### config.mk
export PLATFORM = sky130hd
export DESIGN_NAME = activation_unit
export DESIGN_NICKNAME = d
export VERILOG_FILES = /design/src/rtl/activation_unit.sv
export SDC_FILE = /design/constraint.sdc
export NUM_CORES = 1
export LEC_CHECK = 0
export BUFFER_PORTS_ARGS = -buffer_cell sky130_fd_sc_hd__buf_2
export CAP_MARGIN = 0
export CORE_UTILIZATION = 33
export CTS_CLUSTER_SIZE = 10
export DETAILED_ROUTE_END_ITERATION = 16
export PLACE_DENSITY = 0.6
export SETUP_SLACK_MARGIN = 0.4
export SLEW_MARGIN = 10
export SYNTH_ARGS = -nofsm -noshare
export SYNTH_HDL_FRONTEND = slang
export SYNTH_SLANG_ARGS = --single-unit
### constraint.sdc
create_clock -name clk -period 3.1 [get_ports clk]
set_input_delay 0.31 -clock clk [delete_from_list [all_inputs] [get_ports clk]]
set_output_delay 0.31 -clock clk [all_outputs]
set_load 0.02 [all_outputs]
### src/rtl/activation_unit.sv
// Two-stage pipelined lane-wise activation (bypass / ReLU / leaky ReLU / clamped ReLU)
// with valid/ready backpressure and a saturating count of zeroed lanes.
module activation_unit #(
  parameter int DATA_WIDTH = 8,
  parameter int SA_LENGTH  = 3,
  parameter int LEAK_SHIFT = 3,
  parameter int CNT_WIDTH  = 16
) (
  input  logic                         clk,
  input  logic                         rst_n,
  input  logic                         in_valid,
  output logic                         in_ready,
  input  logic signed [DATA_WIDTH-1:0] in_data [SA_LENGTH],
  input  logic [1:0]                   mode,
  input  logic signed [DATA_WIDTH-1:0] clamp_max,
  output logic                         out_valid,
  input  logic                         out_ready,
  output logic signed [DATA_WIDTH-1:0] out_data [SA_LENGTH],
  output logic [CNT_WIDTH-1:0]         zero_count,
  input  logic                         cnt_clear
);

  typedef enum logic [1:0] {
    MODE_BYPASS = 2'b00,
    MODE_RELU   = 2'b01,
    MODE_LEAKY  = 2'b10,
    MODE_CLAMP  = 2'b11
  } act_mode_t;

  logic                         s1_valid;
  logic signed [DATA_WIDTH-1:0] s1_data [SA_LENGTH];
  act_mode_t                    s1_mode;
  logic signed [DATA_WIDTH-1:0] s1_clamp;

  logic                         s1_adv;
  logic                         s2_adv;
  logic signed [DATA_WIDTH-1:0] clamp_c;
  logic signed [DATA_WIDTH-1:0] act [SA_LENGTH];
  logic [CNT_WIDTH:0]           zero_inc;
  logic [CNT_WIDTH:0]           cnt_sum;

  assign s2_adv   = !out_valid || out_ready;
  assign s1_adv   = !s1_valid || s2_adv;
  assign in_ready = s1_adv;

  always_ff @(posedge clk or negedge rst_n) begin
    if (!rst_n) begin
      s1_valid <= 1'b0;
      s1_mode  <= MODE_BYPASS;
      s1_clamp <= '0;
      for (int unsigned i = 0; i < SA_LENGTH; i++) s1_data[i] <= '0;
    end else if (s1_adv) begin
      s1_valid <= in_valid;
      if (in_valid) begin
        s1_mode  <= act_mode_t'(mode);
        s1_clamp <= clamp_max;
        for (int unsigned i = 0; i < SA_LENGTH; i++) s1_data[i] <= in_data[i];
      end
    end
  end

  // Lane math stays at DATA_WIDTH; sign bit tests avoid widened compares against 0.
  always_comb begin
    clamp_c  = s1_clamp[DATA_WIDTH-1] ? '0 : s1_clamp;
    zero_inc = '0;
    for (int unsigned i = 0; i < SA_LENGTH; i++) begin
      act[i] = s1_data[i];
      unique case (s1_mode)
        MODE_RELU:  if (s1_data[i][DATA_WIDTH-1]) act[i] = '0;
        MODE_LEAKY: if (s1_data[i][DATA_WIDTH-1]) act[i] = s1_data[i] >>> LEAK_SHIFT;
        MODE_CLAMP: begin
          if (s1_data[i][DATA_WIDTH-1]) act[i] = '0;
          else if (s1_data[i] > clamp_c) act[i] = clamp_c;
        end
        default: act[i] = s1_data[i];
      endcase
      if ((s1_mode == MODE_RELU || s1_mode == MODE_CLAMP) &&
          (s1_data[i][DATA_WIDTH-1] || s1_data[i] == '0))
        zero_inc = zero_inc + {{CNT_WIDTH{1'b0}}, 1'b1};
    end
    cnt_sum = {1'b0, zero_count} + zero_inc;
  end

  always_ff @(posedge clk or negedge rst_n) begin
    if (!rst_n) begin
      out_valid <= 1'b0;
      for (int unsigned i = 0; i < SA_LENGTH; i++) out_data[i] <= '0;
    end else if (s2_adv) begin
      out_valid <= s1_valid;
      if (s1_valid)
        for (int unsigned i = 0; i < SA_LENGTH; i++) out_data[i] <= act[i];
    end
  end

  // Clear wins over the increment of the same cycle.
  always_ff @(posedge clk or negedge rst_n) begin
    if (!rst_n)
      zero_count <= '0;
    else if (cnt_clear)
      zero_count <= '0;
    else if (s2_adv && s1_valid)
      zero_count <= cnt_sum[CNT_WIDTH] ? '1 : cnt_sum[CNT_WIDTH-1:0];
  end

endmodule

==> out/metrics.cfg <==
[flow_run]
drv_cap = 0

[worst_setup_path]
largest_fanout_on_the_critical_path = 5
critPathCapture = zero_count[7]
worst_path_dominant_cell_family = simple AND/OR/NAND/NOR gates
timing.reg2reg.setup_slack_ps = -170
worstReg2RegEnd = zero_count[7]
worstSetupStartpointType = flop
worstPathBufferInverterCount = 3
required_ps = 3380
worstPathArrival_ps = 3540
crit_path_end_kind = flop
worst_r2r_startpoint = s1_data[9]
cp_slowest_stage_delay_ps = 480
crit_chain = nor4_2 -> a41oi_2 -> nand2b_4 -> inv_4 -> ha_4 -> xor2_2 -> ha_2 -> inv_2 -> fa_2 -> nor2b_1 -> o21ai_1 -> or4_4 -> buf_6 -> a21oi_2 -> nor2_1 -> a211oi_2
worstRegToRegCells = 16
critical_path_cell_count = 16
worstSetupStartpoint = s1_data[9]
critPathSlowestCell = sky130_fd_sc_hd__or4_4
setup.worst_path.class = flop to flop

[clock_tree]
cts-buffers-inserted = 9
cts_htree_levels = 3
clock_sink_count = 76
holdBufCountCts = 0
worst_skew_pair.late_latency_ps = 360
clkTransAtPathRegs_ps = 60
clock_tree_from_tritoncts = done
clock-root-buffer = sky130_fd_sc_hd__clkbuf_16
max-clock-path-buffers = 2

[timing]
final_count_of_negative_setup_slack_endpoints = 15
grt_setup_unrepaired = yes
timing_worst_slew_pin_value_ps = 984.7
finalMaxSlewViolations = 0
slew-limit-headroom = 0.3435
final_min_period_over_clock_period = 1.054
timing.fmax_mhz = 306.0
hold_violations = 0
timing.final.ws_setup_ps = -167.5
finalHoldWorstSlack_ps = 108.4
timing.final.crit_period_ps = 3267
fin_skew_ps = 8.662

[global_routing]
grt_max_degree = 77
initial_antenna_violation_count = 0
grt_util_all_layers = 0.1949
grt_pass1_wl_um = 22630
globalRoute.totalOverflow = 0
via_count_of_the_first_global_routing_pass = 4525

[yosys]
synth_nets = 621
synth_warn = 0
post-synth-top-count-cell = sky130_fd_sc_hd__dfrtp_1
synth_cell_type_count = 49
synth_edf_count = 0
top_flip_flop_cell_by_instance_count_after_synthesis = sky130_fd_sc_hd__dfrtp_1
ys_seq_area_frac = 0.3900
cell_area_after_synthesis_um2 = 4876
ys_seq_elements = 76
syn-instance-count = 555
synth.top_cells.by_area = sky130_fd_sc_hd__dfrtp_1 (39%), sky130_fd_sc_hd__mux2_2 (7.9%), sky130_fd_sc_hd__ha_1 (6.7%)
synth_largest_area_cell = sky130_fd_sc_hd__dfrtp_1
synth_async_sr_flop_share = 1.000
yosys.area.top_type_share = 0.3900
syn_avg_cell_area_um2 = 8.785
synthTopCellsByCount = sky130_fd_sc_hd__dfrtp_1 (76), sky130_fd_sc_hd__a21oi_1 (61), sky130_fd_sc_hd__o21ai_0 (56)

[pwr]
leakage_nw = 2.743
p_per_area_nw_per_um2 = 620.7
irDropWorstVdd_v = 0.0002987

[floorplanning]
initial_standard_cell_utilization_of_the_core = 0.3368
floorplan.core_area_um2 = 14480
dieWidth_um = 123.6
rows = 44
io_pins = 81
design.die.area_um2 = 15270
die_y_um = 123.6

[final_layout]
post_route_cells_drive_above_1_share = 0.3403
antenna_cells_inserted = 0
final_net_count = 731
finish.utilization = 0.4335
register_area_um2 = 1903
filler_cell_count = 1418
multi_input_area_um2 = 2922
areaGrowthSynthToFinish_pct = 28.74

[routing]
firstDrtPassIters = 7
drtIter0Drc = 338
wl_per_cell_um = 16.93
number_of_vias_after_detailed_routing = 4677
detail-route-antenna-nets = 0
detail_route.wirelength_um = 14460
drcViolationCount = 0
routed_via_density = 5.477

[place]
post-dp-hpwl_um = 10150
dpl_worst_slack_ps = -275.8
place.port_buffers = 80
gp_routability_congestion = 0.8849

[run_status]
status = complete, but fails checks
violations = setup timing

[worst_hold_path]
class_of_the_tightest_hold_or_removal_check = primary input to asynchronous set/reset pin

-- layout make-up --
class	instances	share of cell area
inverter	27	0.01654
tap	184	0.03668
timing repair buffer	129	0.1246
clock inverter	4	0.01116
sequential	76	0.3032
multi-input combinational	422	0.4654
clock buffer	12	0.04246
-- layer usage --
| metal | GRT usage | up-vias | wire length, um |
|---|---|---|---|
| met5 | 0 | - | 0 |
| met4 | 0.09488 | 0 | 432 |
| met3 | 0.03782 | 29 | 747 |
| met2 | 0.3087 | 146 | 6780 |
| met1 | 0.2536 | 2259 | 6501 |
| li1 | - | 2243 | - |
-- layout by cell type (no fill, tap or decap), types with 3 or more instances in the layout --
| cell type | Yosys | layout |
|---|---|---|
| sky130_fd_sc_hd__a21o_1 | 4 | 4 |
| sky130_fd_sc_hd__a32oi_1 | 3 | 3 |
| sky130_fd_sc_hd__or3_1 | 14 | 14 |
| sky130_fd_sc_hd__o21ai_0 | 56 | 54 |
| sky130_fd_sc_hd__mux2i_1 | 7 | 7 |
| sky130_fd_sc_hd__clkbuf_16 | 0 | 9 |
| sky130_fd_sc_hd__nor4_1 | 11 | 9 |
| sky130_fd_sc_hd__nor2_1 | 33 | 31 |
| sky130_fd_sc_hd__nand3_1 | 11 | 9 |
| sky130_fd_sc_hd__nand2b_1 | 17 | 13 |
| sky130_fd_sc_hd__nor2b_1 | 8 | 5 |
| sky130_fd_sc_hd__buf_4 | 1 | 47 |
| sky130_fd_sc_hd__or3b_2 | 5 | 5 |
| sky130_fd_sc_hd__clkbuf_8 | 0 | 3 |
| sky130_fd_sc_hd__buf_2 | 0 | 79 |
| sky130_fd_sc_hd__dfrtp_1 | 76 | 75 |
| sky130_fd_sc_hd__a311oi_2 | 0 | 3 |
| sky130_fd_sc_hd__inv_1 | 26 | 24 |
| sky130_fd_sc_hd__a21boi_0 | 6 | 6 |
| sky130_fd_sc_hd__a31oi_1 | 6 | 6 |
| sky130_fd_sc_hd__nor3_1 | 39 | 36 |
| sky130_fd_sc_hd__nand2_1 | 39 | 37 |
| sky130_fd_sc_hd__nor3_2 | 0 | 3 |
| sky130_fd_sc_hd__a21oi_1 | 61 | 61 |
| sky130_fd_sc_hd__mux2_2 | 34 | 34 |
| sky130_fd_sc_hd__ha_1 | 26 | 24 |
| sky130_fd_sc_hd__buf_6 | 1 | 3 |
-- worst min path at each step --
stage / end / depth (start not counted) / from / slack, ps
after global placement: out_data[23] / 2 / out_data[23] / 470
final: zero_count[10] / 1 / rst_n / 110
after floorplan: out_data[0] / 0 / rst_n / 10
after global routing: s1_valid / 2 / in_valid / 170
after detailed placement: out_data[15] / 2 / out_data[15] / 480
after CTS: zero_count[12] / 1 / rst_n / 160
-- metrics by stage --
stage	area [um^2]	total power (W)	instances	setup TNS, ps
2_1_floorplan	4906	0.002146	555	-17.51
3_3_place_gp	5725	0.002600	831	-1914
3_5_place_dp	5725	0.002645	831	-3003
4_1_cts	6173	0.003867	850	-1567
5_1_grt	6277	0.004134	854	-4386
6_report	6277	0.003896	854	-1491
-- state kept, by name, summed over array words and instances, names as in the netlist --
name        flops
s1_data        24
out_valid       1
s1_mode         2
zero_count     16
s1_clamp        8
out_data       24
s1_valid        1
-- power breakdown --
part / switching (W) / total [W] / internal [W] / leakage (nW)
Clock: 0.000422 / 0.00119 / 0.000767 / 0.169
Sequential: 0.000115 / 0.00128 / 0.00116 / 0.915
Combinational: 0.000851 / 0.00143 / 0.000577 / 1.66
Total: 0.00139 / 0.00390 / 0.00251 / 2.74
-- kinds of logic (layout without fill, tap and decap cells) --
logic type | Yosys count | after routing | synth area share
xor+xnor | 2 | 2 | 0.003593
buf+inv | 57 | 172 | 0.04619
mux | 41 | 41 | 0.09289
simple gates | 193 | 193 | 0.2076
flops | 76 | 76 | 0.3900
fa+ha+maj | 27 | 27 | 0.07082
compound gates | 159 | 159 | 0.1889
-- worst reg2reg max path, delay by kind of cell (launching register included) --
kind                       cells  cell delay, ps
xor gates and xnor gates       1             130
AOI/OAI and AO/OA              4             520
DFF                            1             380
buffers and inverters          3             250
adders and majority gates      3             760
and+or+nand+nor                5            1160
-- what timing repair did --
action,4_1_cts,5_1_grt
hold endpoints to repair,0,0
resized for setup,18,19
setup endpoints to repair,20,33
setup buffers,2,4
cloned,1,0
pin swaps,7,7
No activity file was read; power rests on OpenSTA's default activity.
